--- config.mk ---
export PLATFORM = sky130hd
export DESIGN_NAME = stream_serializer_arbiter
export DESIGN_NICKNAME = d
export VERILOG_FILES = /design/src/rtl/stream_serializer_arbiter.sv
export SDC_FILE = /design/constraint.sdc
export NUM_CORES = 1
export LEC_CHECK = 0
export BUFFER_PORTS_ARGS = -buffer_cell sky130_fd_sc_hd__buf_2
export CORE_MARGIN = 2
export CORE_UTILIZATION = 44
export DETAILED_ROUTE_END_ITERATION = 8
export PLACE_DENSITY_LB_ADDON = 0.3
export SLEW_MARGIN = 30
export SYNTH_ARGS = -nofsm -noshare
export SYNTH_HDL_FRONTEND = slang
export SYNTH_SLANG_ARGS = --single-unit
--- constraint.sdc ---
create_clock -name clk -period 1.9 [get_ports clk]
set_input_delay 0.19 -clock clk [delete_from_list [all_inputs] [get_ports clk]]
set_output_delay 0.19 -clock clk [all_outputs]
set_load 0.01 [all_outputs]
--- src/rtl/stream_serializer_arbiter.sv ---
// stream_serializer_arbiter: round-robin arbiter feeding one shared word-to-beat serializer.
// Define STREAM_ARB_PACKET_LOCK_EN to hold the grant on one requester until its eof word is taken.
module stream_serializer_arbiter #(
    parameter int NumInputs = 2,
    parameter int DataBits = 8,
    parameter int Ratio = 2,
    localparam int SelBits = $clog2(NumInputs),
    localparam int WordBits = Ratio * DataBits
) (
    input  logic                          clk,
    input  logic                          rst,
    input  logic [NumInputs-1:0]          in_valid,
    output logic [NumInputs-1:0]          in_ready,
    input  logic [NumInputs*WordBits-1:0] in_data,
    input  logic [NumInputs-1:0]          in_eof,
    output logic                          out_valid,
    input  logic                          out_ready,
    output logic [DataBits-1:0]           out_data,
    output logic                          out_eof,
    output logic [SelBits-1:0]            out_sel
);
    localparam int CntBits = Ratio > 1 ? $clog2(Ratio) : 1;

    typedef enum logic {IDLE, SERIAL} state_t;

    state_t state, state_next;
    logic [WordBits-1:0] word;
    logic [CntBits-1:0] cnt;
    logic word_eof;
    logic [SelBits-1:0] ptr, win, win_next, cand;
    logic [SelBits:0] sum;
    logic [NumInputs-1:0] req;
    logic found, last_beat, last_hs, grant;
`ifdef STREAM_ARB_PACKET_LOCK_EN
    logic lock;

    // while a packet is open only its owner (still held in out_sel) may compete
    assign req = lock ? in_valid & (NumInputs'(1) << out_sel) : in_valid;
`else
    assign req = in_valid;
`endif

    assign last_beat = cnt == CntBits'(Ratio - 1);
    assign out_valid = state == SERIAL;
    assign last_hs = out_valid && out_ready && last_beat;
    assign out_data = word[DataBits-1:0];
    assign out_eof = out_valid && word_eof && last_beat;
    assign grant = !rst && found && (state == IDLE || last_hs);
    assign in_ready = grant ? NumInputs'(1) << win : '0;
    assign win_next = win == SelBits'(NumInputs - 1) ? '0 : win + 1'b1;

    // descending scan so the candidate nearest the pointer is the last one written
    always_comb begin
        found = 1'b0;
        win = '0;
        sum = '0;
        cand = '0;
        for (int i = NumInputs - 1; i >= 0; i--) begin
            sum = {1'b0, ptr} + (SelBits + 1)'(i);
            sum = sum >= (SelBits + 1)'(NumInputs) ? sum - (SelBits + 1)'(NumInputs) : sum;
            cand = sum[SelBits-1:0];
            if (req[cand]) begin
                found = 1'b1;
                win = cand;
            end
        end
    end

    always_comb begin
        state_next = grant ? SERIAL : last_hs ? IDLE : state;
    end

    always_ff @(posedge clk) begin
        if (rst) state <= IDLE;
        else state <= state_next;
    end

    always_ff @(posedge clk) begin
        if (rst) begin
            word <= '0;
            cnt <= '0;
            word_eof <= 1'b0;
            out_sel <= '0;
            ptr <= '0;
`ifdef STREAM_ARB_PACKET_LOCK_EN
            lock <= 1'b0;
`endif
        end else if (grant) begin
            word <= in_data[int'(win) * WordBits +: WordBits];
            word_eof <= in_eof[win];
            out_sel <= win;
            cnt <= '0;
`ifdef STREAM_ARB_PACKET_LOCK_EN
            lock <= !in_eof[win];
            if (in_eof[win]) ptr <= win_next;
`else
            ptr <= win_next;
`endif
        end else if (out_valid && out_ready && !last_beat) begin
            word <= word >> DataBits;
            cnt <= cnt + 1'b1;
        end
    end
endmodule
==> results.py <==
metrics = {
    "outcome": {
        "status": "complete, no violations",
    },
    "layout": {
        "area_growth_pct": 26.1,
        "fin_area_sq_um": 1270,
        "final_cell_mix": "buf_2, dfxtp_1, nand2_1, o21ai_0, a21oi_1",
        "diodes": 0,
        "drive_gt1_share_pct": 38.9,
        "mostFrequentLayoutCell": "buf_2",
        "final_nets": 202,
    },
    "routing": {
        "first_pass_iters": 4,
        "vias_per_cell": 5.33,
        "wl_per_cell_um": 12.4,
        "first_iter_violations": 43,
        "vias": 1013,
        "routed_wl_um": 2360,
        "ant_nets": 0,
        "drc": 0,
    },
    "clock_tree": {
        "cts_resized": 0,
        "cts_setup_buffers": 0,
        "holdBufCountCts": 0,
        "cts_tree": "yes",
        "cts-root-buf": "clkbuf_4",
        "cts_buffers": 3,
        "htree_levels": 1,
        "clock_sinks": 21,
        "clock_latency_ps": 290,
        "clkTransAtPathRegs_ps": 110,
        "clockBufferDepth": 2,
    },
    "power": {
        "p_sw_share_pct": 28.5,
        "pwr-share-clk_pct": 22.5,
        "intPower_mw": 0.666,
        "power_density_nw_per_um2": 733,
        "ir_drop_mv": 0.442,
        "power_switching_mw": 0.266,
        "p_leak_nw": 0.562,
        "pwr-share-comb_pct": 23.1,
        "pwr-share-seq_pct": 54.4,
    },
    "logic_synthesis": {
        "synth.avg_cell_area_sq_um": 8.46,
        "synthTopCellsByArea": "dfxtp_1, a222oi_1, nand2_1, buf_4, a21oi_1",
        "yosys.area.top_type": "dfxtp_1",
        "ys_ff_latch": 21,
        "netlist_area_sq_um": 1010,
        "synth-edff-count": 0,
        "synth_cells": 119,
        "synth.distinct_cells": 24,
        "yosysSeqAreaShare_pct": 41.7,
        "synth_top_flop_cell": "dfxtp_1",
        "synthArstFlopShare_pct": 0,
        "yosysWarningCount": 0,
        "synth_nets": 158,
        "synth_top_area_share_pct": 41.7,
    },
    "hold_path": {
        "min_from": "in_data[11]",
        "hp-class": "in -> reg",
    },
    "timing": {
        "setup_viol": 0,
        "fmax_mhz": 575,
        "maxSlewHeadroom_pct": 58.2,
        "worstMarginPinSlew_ps": 627,
        "finClkSkew_ps": 1.42,
        "finalHoldViolations": 0,
        "rsz0062_at_grt": "false",
        "period_minus_slack_ps": 1740,
        "slew_violations": 0,
        "tns_ps": 0,
        "final.period_utilization_pct": 91.5,
    },
    "grt": {
        "grt_pass1_wl_um": 3860,
        "grt.total_usage_pct": 18.9,
        "grt_max_degree": 33,
        "overflow": 0,
        "grt_pass1_vias": 915,
        "antenna_found_initial": 0,
    },
    "placed_design": {
        "postPlaceCellArea_sq_um": 1240,
        "globalplace.congestion": 0.806,
        "post-dp-hpwl_um": 1680,
        "io_buffers": 51,
    },
    "critical_path": {
        "worstPathArrival_ps": 1550,
        "critPathKind": "reg -> out",
        "cp-start-kind": "register",
        "crit_required_ps": 1710,
        "end_kind": "primary output",
        "startpoint": "out_valid$_SDFFE_PP0P_",
        "path_max_fanout": 11,
        "r2r-start": "out_valid$_SDFFE_PP0P_",
        "r2r_setup_slack_ps": 170,
    },
    "die": {
        "core_area_sq_um": 2190,
        "row_count": 17,
        "die_x_um": 51.8,
        "ios": 52,
        "initial_core_util_pct": 46.0,
        "design.die.area_sq_um": 2690,
        "die_h_um": 51.8,
    },
    "run": {
        "maxCapViolations": 0,
    },
}
-- worst max-delay path, stage by stage (launching register included) --
cell and delay, ps:
dfxtp_1 360, a21boi_2 210, a2111oi_4 300, buf_4 240
buf_2 150
-- power groups by stage --
stage          Sequential, mW  Clock, mW  Combinational, mW
2_1_floorplan           0.513          0              0.150
3_3_place_gp            0.515          0              0.212
6_report                0.507      0.209              0.215
3_5_place_dp            0.516          0              0.216
4_1_cts                 0.506      0.216              0.217
5_1_grt                 0.512      0.231              0.244
-- flip-flops by register name (all words and copies together), names as in the netlist --
register   count
cnt            1
out_sel        1
out_valid      1
ptr            1
word          16
word_eof       1
-- per-layer routing --
metal | routed length (um) | global-route usage (%) | vias up | part of all wire [%]
met5 | 0 | 0 | - | 0
met4 | 12 | 7.02 | 0 | 0.51
met3 | 166 | 2.87 | 2 | 7.0
met2 | 1100 | 33.5 | 32 | 46
met1 | 1090 | 22.7 | 459 | 46
li1 | - | - | 520 | -
-- synth_stat cells (2+ instances only) --
| cell type | count |
|---|---|
| nor2b_1 | 2 |
| nand2_1 | 18 |
| inv_1 | 2 |
| dfxtp_1 | 21 |
| clkbuf_1 | 3 |
| a21oi_1 | 11 |
| buf_4 | 8 |
| buf_2 | 5 |
| o21ai_0 | 11 |
| o21ai_1 | 5 |
| a222oi_1 | 9 |
| a31oi_1 | 8 |
| nor2_1 | 5 |
-- stage by stage --
step | util (%) | instances | worst slack, ps | hold slack [ps] | power (mW)
2_1_floorplan | - | 119 | 399 | 315 | 0.663
3_3_place_gp | 56.8 | 186 | 312 | 442 | 0.727
3_5_place_dp | 56.8 | 186 | 209 | 448 | 0.731
4_1_cts | 58.0 | 190 | 152 | 129 | 0.939
5_1_grt | 58.0 | 190 | 33.3 | 137 | 0.987
6_report | 58.0 | 190 | 161 | 137 | 0.931
-- kinds of logic (layout without fill, tap and decap cells) --
logic type	count (synthesis)	count (layout)	synth area share [%]
buffers and inverters	19	62	11.4
AND/OR/NAND/NOR	30	30	14.5
flip-flops	21	21	41.7
AO/OA/AOI/OAI	49	49	32.3
-- final timing paths --
check,to,cells after the start
worst max-delay path,in_ready[0],4
worst max register to register,word[1]$_SDFFE_PP0P_,4
worst min register to register,out_sel$_SDFFE_PP0P_,2
worst min-delay path,word[11]$_SDFFE_PP0P_,3
-- cell type report --
cell class | instances | area, sq um
fill | 231 | 921
multi-input combinational | 79 | 488
sequential | 21 | 420
timing repair buffer | 56 | 293
tap | 28 | 35.0
clock buffer | 4 | 26.3
inverter | 2 | 7.51
No activity file was read; power rests on OpenSTA's default activity.
